`config.mk`:
```
export PLATFORM = sky130hd
export DESIGN_NAME = pipeline_ctrl
export DESIGN_NICKNAME = d
export VERILOG_FILES = /design/src/rtl/pipeline_ctrl.sv
export SDC_FILE = /design/constraint.sdc
export NUM_CORES = 1
export LEC_CHECK = 0
export ABC_AREA = 1
export BUFFER_PORTS_ARGS = -buffer_cell sky130_fd_sc_hd__buf_4
export CORE_MARGIN = 3
export CORE_UTILIZATION = 25
export CTS_CLUSTER_DIAMETER = 150
export DETAILED_ROUTE_END_ITERATION = 7
export MAX_ROUTING_LAYER = met4
export SYNTH_ARGS = -nofsm -noshare
export SYNTH_HDL_FRONTEND = slang
export SYNTH_SLANG_ARGS = --single-unit
```
`constraint.sdc`:
```
create_clock -name clk -period 3.1 [get_ports clk]
set_input_delay 0.155 -clock clk [delete_from_list [all_inputs] [get_ports clk]]
set_output_delay 0.155 -clock clk [all_outputs]
set_load 0.05 [all_outputs]
```
`src/rtl/pipeline_ctrl.sv`:
```
// Central stall/flush sequencer for the 5-stage pipeline (IF/ID/EX/MEM/WB).
// Merges RAW stalls, EX redirects, data-memory waits and HALT into PC and
// per-stage enables, NOP-injection controls, a halted flag and a stall counter.
// Enables and flush/bubble controls are Mealy outputs; halted and stall_cnt
// are registered.
module pipeline_ctrl #(
  parameter int unsigned DRAIN_CYCLES = 3,
  parameter int unsigned CNT_W        = 16
) (
  input  logic             clk,
  input  logic             rst,
  input  logic             hzd_stall,
  input  logic             br_taken_ex,
  input  logic             dmem_stall,
  input  logic             dmem_done,
  input  logic             halt_id,
  output logic             pc_we,
  output logic             ifid_we,
  output logic             idex_we,
  output logic             exmem_we,
  output logic             memwb_we,
  output logic             ifid_flush,
  output logic             idex_bubble,
  output logic             halted,
  output logic [CNT_W-1:0] stall_cnt
);

  // Drain counter only has to hold DRAIN_CYCLES-1 down to 0.
  localparam int unsigned DRAIN_W = (DRAIN_CYCLES > 2) ? $clog2(DRAIN_CYCLES) : 1;
  localparam logic [DRAIN_W-1:0] DRAIN_LOAD = DRAIN_W'(DRAIN_CYCLES - 1);

  typedef enum logic [1:0] {
    RUN      = 2'd0,
    MEM_WAIT = 2'd1,
    DRAIN    = 2'd2,
    HALTED   = 2'd3
  } ctrlState_t;

  ctrlState_t          state;
  ctrlState_t          nextState;
  logic [DRAIN_W-1:0]  drainCnt;
  logic [DRAIN_W-1:0]  drainNext;
  logic                haltedQ;
  logic                haltedNext;
  logic [CNT_W-1:0]    stallCnt;
  logic                memBusy;

  // A memory access finishing this cycle is never treated as a stall.
  assign memBusy = dmem_stall & ~dmem_done;

  // Next-state and same-cycle control decode; reset overrides everything.
  always_comb begin
    nextState   = state;
    drainNext   = drainCnt;
    haltedNext  = haltedQ;
    pc_we       = 1'b0;
    ifid_we     = 1'b0;
    idex_we     = 1'b0;
    exmem_we    = 1'b0;
    memwb_we    = 1'b0;
    ifid_flush  = 1'b0;
    idex_bubble = 1'b0;

    unique case (state)
      RUN: begin
        if (memBusy) begin
          // Whole pipeline freezes until memory completes.
          nextState = MEM_WAIT;
        end else if (br_taken_ex) begin
          // Redirect: squash the two younger wrong-path instructions.
          pc_we       = 1'b1;
          ifid_we     = 1'b1;
          idex_we     = 1'b1;
          exmem_we    = 1'b1;
          memwb_we    = 1'b1;
          ifid_flush  = 1'b1;
          idex_bubble = 1'b1;
        end else if (hzd_stall) begin
          // Hold IF and ID, let older instructions advance behind a bubble.
          idex_we     = 1'b1;
          exmem_we    = 1'b1;
          memwb_we    = 1'b1;
          idex_bubble = 1'b1;
        end else if (halt_id) begin
          // HALT proceeds down the pipe; nothing new is fetched behind it.
          ifid_we    = 1'b1;
          idex_we    = 1'b1;
          exmem_we   = 1'b1;
          memwb_we   = 1'b1;
          ifid_flush = 1'b1;
          drainNext  = DRAIN_LOAD;
          nextState  = DRAIN;
        end else begin
          pc_we    = 1'b1;
          ifid_we  = 1'b1;
          idex_we  = 1'b1;
          exmem_we = 1'b1;
          memwb_we = 1'b1;
        end
      end

      MEM_WAIT: begin
        // Frozen through the completing cycle as well.
        if (dmem_done) begin
          nextState = RUN;
        end
      end

      DRAIN: begin
        // Memory stall freezes the drain; flush/bubble drop with their enables.
        if (!memBusy) begin
          ifid_we     = 1'b1;
          idex_we     = 1'b1;
          exmem_we    = 1'b1;
          memwb_we    = 1'b1;
          ifid_flush  = 1'b1;
          idex_bubble = 1'b1;
          if (drainCnt == '0) begin
            nextState  = HALTED;
            haltedNext = 1'b1;
          end else begin
            drainNext = drainCnt - DRAIN_W'(1);
          end
        end
      end

      HALTED: begin
        haltedNext = 1'b1;
      end

      default: begin
        nextState = RUN;
      end
    endcase

    if (!rst) begin
      nextState   = RUN;
      drainNext   = '0;
      haltedNext  = 1'b0;
      pc_we       = 1'b0;
      ifid_we     = 1'b1;
      idex_we     = 1'b1;
      exmem_we    = 1'b1;
      memwb_we    = 1'b1;
      ifid_flush  = 1'b1;
      idex_bubble = 1'b1;
    end
  end

  // State, drain counter, halted flag and saturating stall counter.
  always_ff @(posedge clk) begin
    if (!rst) begin
      state    <= RUN;
      drainCnt <= '0;
      haltedQ  <= 1'b0;
      stallCnt <= '0;
    end else begin
      state    <= nextState;
      drainCnt <= drainNext;
      haltedQ  <= haltedNext;
      if ((state != HALTED) && !pc_we && (stallCnt != '1)) begin
        stallCnt <= stallCnt + CNT_W'(1);
      end
    end
  end

  assign halted    = haltedQ;
  assign stall_cnt = stallCnt;

endmodule

```
; Yosys cells after proc, flatten, opt, wreduce, memory -nomap -nowiden
; Index checks and enable logic that the tools add are counted.
; Widths: inputs -> output; s select.
[word_totals]
regBits = 21
input_bits = 7
output_inout_bits = 24
[classes]
addsub = 2
eq_ne = 16
muxes = 40
n_bitwise = 2
n_reduce_logical = 12
[op_table]
columns = cell, n
row1 = $mux 1, 24
row2 = $mux 2, 10
row3 = $ne 2x2->1 const B, 9
row4 = $add 16x1->16 const B, 1
row5 = $ne 16x16->1 const B, 1
row6 = $reduce_and 7->1, 2
row7 = $ne 3x3->1 const B, 3
row8 = $pmux 1 s2, 4
row9 = $pmux 2 s3, 1
row10 = $eq 2x2->1 const B, 2
row11 = $logic_not 2->1, 2
row12 = $pmux 2 s2, 1
row13 = $reduce_bool 2->1, 2
row14 = $reduce_and 3->1, 1
row15 = $reduce_bool 3->1, 1
row16 = $eq 2x1->1 const B, 1
row17 = $logic_and 1x1->1, 2
row18 = $reduce_or 2->1, 1
row19 = $sub 2x1->2 const B, 1
row20 = $and 1x1->1, 1
row21 = $logic_not 1->1, 1
row22 = $not 1->1, 1

; Depth between registers and ports, before layout
[depth]
word_depth = 9
ltp_mapped = 10
depth_no_buf = 10

; Least setup slack after synthesis
; OpenSTA, ideal clock, no wires.
[synth_timing]
path_type = reg-to-output
start = register state[0]
end = output port idex_we
arrival_time_ns = 2.235
required_ns = 2.945
slack_ns = 0.710
stages_incl_launch_ff = 6
n_path_buf = 1
path_cell_list = dfxtp_1 -> inv_1 -> ha_1 -> inv_1 -> o21ai_0 -> buf_4
[synth_between]
elab_chain_cells = 4
[synth_rtl]
columns = element, line
row1 = "start, declared", 39  ; ctrlState_t state;
row2 = "start signal, assigned", 158  ; state <= nextState;
row3 = $eq 2x2->1 / $logic_not 2->1 (equally long branches), --
row4 = $reduce_or 2->1 (no line) *, --
row5 = $mux 1 * (2 in series), --
row6 = "end, declared", 19  ; output logic idex_we,
; Every way passes the cells marked *; elsewhere a longest branch is shown, timed or not.

; Worst setup path after layout
[layout_timing]
start = register state[0]
end = output port idex_we
[layout_between]
elab_chain_cells = 4
[layout_rtl]
columns = element, line
row1 = $eq 2x2->1 / $logic_not 2->1 (equally long branches), 64  ; unique case (state)
row2 = $reduce_or 2->1 (no line) *, --
row3 = $mux 1 *, --
row4 = $mux 1 *, 136  ; if (!rst) begin
; Marked as above.

==> run_results.csv <==
group,metric,value,unit
timing,fmax,519,MHz
grt,grt_use_total,11.3,%
synth,synth_top_area_share,27.7,%
synth,synth_area,0.00152,sq mm
synth,yosysSeqAreaShare,27.7,%
floorplan,die_h,83.9,um
timing,post-route-period-util,62.1,%
pwr,power.internal,0.551,mW
routing,wl_per_cell,10.6,um
pwr,p_seq_share,33.1,%
routing,drc,0,
timing,slew_violations,0,
grt,gr-total-overflow,0,
floorplan,initial_core_util,26.8,%
clock_network,post_cts_resized,0,
clock_network,cts_htree_levels,1,
setup_path,end_kind,"output pin",
pwr,combPwrFrac,49.3,%
timing,tightest_slew,0.640,ns
final_layout,fill_cells,659,
synth,synth_cells,246,
timing,setup_viol,0,
timing,fin_skew,0.00779,ns
floorplan,dieArea,0.00705,sq mm
timing,fin_crit,1.93,ns
routing,drt_iter0_drc,74,
synth,synth_top_area_cell,"dfxtp_1",
pwr,leakagePower,0.797,nW
clock_network,root_buffer,"clkbuf_8",
pwr,switching_share,46.4,%
setup_path,worstPathArrival,1.77,ns
routing,drt-total-wl,3.66,mm
setup_path,crit_required,2.94,ns
clock_network,path_clk_slew,0.07,ns
placement,gp_congestion,0.869,
setup_path,crit_type,"reg -> out",
timing,rsz0062_at_grt,"false",
timing,finalHoldViolCount,0,
synth,synth_most_common_cell,"nand2_1",
synth,ys_types,25,
synth,yosys-top-cells-area,"dfxtp_1, nand2_1, nor2_1, inv_1, o21ai_0",
pwr,p_sw,0.477,mW
clock_network,cts_tree,"built",
clock_network,cts-buffers-inserted,3,
final_layout,antennaDiodeCount,0,
grt,grt_pass1_wl,6.51,mm
grt,grt_pass1_vias,1452,
setup_path,critPathMaxFanout,9,
timing,slew_headroom,57.3,%
pwr,powerDensity,560,mW/mm^2
final_layout,drive_gt1_share,18.6,%
placement,port_buffers,30,
clock_network,clock-sinks,21,
routing,via_per_inst,4.47,
grt,grt_max_degree,17,
routing,num_vias,1545,
floorplan,core_area,0.00568,sq mm
pwr,max-vdd-ir-drop,0.000299,V
timing,final.setup.tns,0,ns
final_layout,stdcell_count,346,
synth,yosys_register_bits,21,
synth,synth_commonest_cells,"nand2_1, nor2_1, inv_1",
synth,async_flop_share,0,%
clock_network,cts_setup_buffers,0,
clock_network,clk_latency,0.26,ns
grt,antenna_found_initial,0,
final_layout,layout.nets,288,
pwr,p_clk_share,17.6,%
routing,drtPass1Iterations,4,
routing,drtAntennaViolNets,0,
final_layout,syn_to_final_growth,20.8,%
worst_hold_path,min_path_type,"in -> reg",
clock_network,cts_hold_buf,0,
setup_path,startpoint_type,"flip-flop",
clock_network,cts_max_path_buffers,2,
floorplan,pin_count,31,
synth,syn_area_per_cell,6.17,sq um
synth,yosysWarnings,0,
synth,synthFlopType,"dfxtp_1",
floorplan,die_w,83.9,um
run_status,status,"complete, no violations",
job,drv_cap,0,
placement,dp_cells,342,
floorplan,rows,27,
placement,dp_hpwl,2.96,mm
synth,synth_nets,259,
synth,synth_edf_count,0,
==> worst max-delay path, stage by stage, from the launching register on <==
cell     delay (ns)
dfxtp_1        0.36
inv_1          0.09
ha_1           0.30
a21oi_1        0.31
o21ai_0        0.22
buf_4          0.24
==> cell type report <==
cell class                 instances  area (sq um)  share of cell area, %
clock buffer                       4          45.0                   2.45
tap                               72          90.1                   4.91
timing repair buffer              30           225                   12.3
sequential                        21           420                   22.9
inverter                          31           116                   6.34
multi-input combinational        188           938                   51.1
==> worst paths after layout <==
path	start	end	slack, ns	cells past startpoint
worst max-delay path	state[0]$_SDFFE_PN0P_	idex_we	1.17	5
worst min-delay path	rst	stall_cnt[8]$_SDFFE_PN0P_	0.19	3
worst max register to register	stall_cnt[0]$_SDFFE_PN0P_	stall_cnt[11]$_SDFFE_PN0P_	1.46	8
worst min register to register	halted$_SDFFE_PN0P_	halted$_SDFFE_PN0P_	0.46	2
==> metrics by stage <==
stage,instance area (sq um),power [mW],setup slack [ns],hold WS [ns],utilization [%]
6_report,1840,1.03,1.17,0.185,32.3
4_1_cts,1840,1.05,1.16,0.177,32.3
3_5_place_dp,1790,0.861,1.44,0.455,31.5
3_3_place_gp,1790,0.854,1.44,0.457,31.5
5_1_grt,1840,1.11,1.00,0.185,32.3
2_1_floorplan,1520,0.745,0.710,0.437,-
==> kinds of logic (layout without fill, tap and decap cells) <==
family,Yosys count,count (layout),share of synthesized area (%)
xor+xnor,3,3,1.73
flops,21,21,27.7
simple gates,144,144,42.2
compound gates,35,35,12.9
fa+ha+maj,6,6,4.94
buf+inv,37,65,10.5
==> per-layer routing <==
metal  GRT usage [%]  vias up  wire (um)
li1                -      836          -
met3            2.96        2        140
met4            1.32        0          7
met5               -        -          0
met1            13.7      687       1770
met2            19.5       20       1740
==> cell usage in the layout (no fill, tap or decap), types with 2 or more instances in the layout <==
cell,n
o21ai_0,17
nand2_1,78
xnor2_1,2
nor2_2,3
buf_4,30
ha_1,6
a21oi_2,5
inv_2,3
nor2_4,2
nor2_1,32
a21oi_1,12
nand3_1,16
nand4_1,7
nand3_2,2
clkbuf_8,3
inv_1,28
dfxtp_1,21
==> power groups by stage <==
stage	Clock, mW	Sequential (mW)	Combinational, mW
floorplan	0	0.405	0.339
global placement	0	0.347	0.507
detailed placement	0	0.348	0.513
CTS	0.193	0.342	0.514
global route	0.202	0.348	0.562
finish	0.181	0.340	0.507
==> flip-flops by register name, summed over array words and instances, names as in the netlist <==
register   cells
drainCnt       2
halted         1
state          2
stall_cnt     16
(Power assumes the default switching activity.)
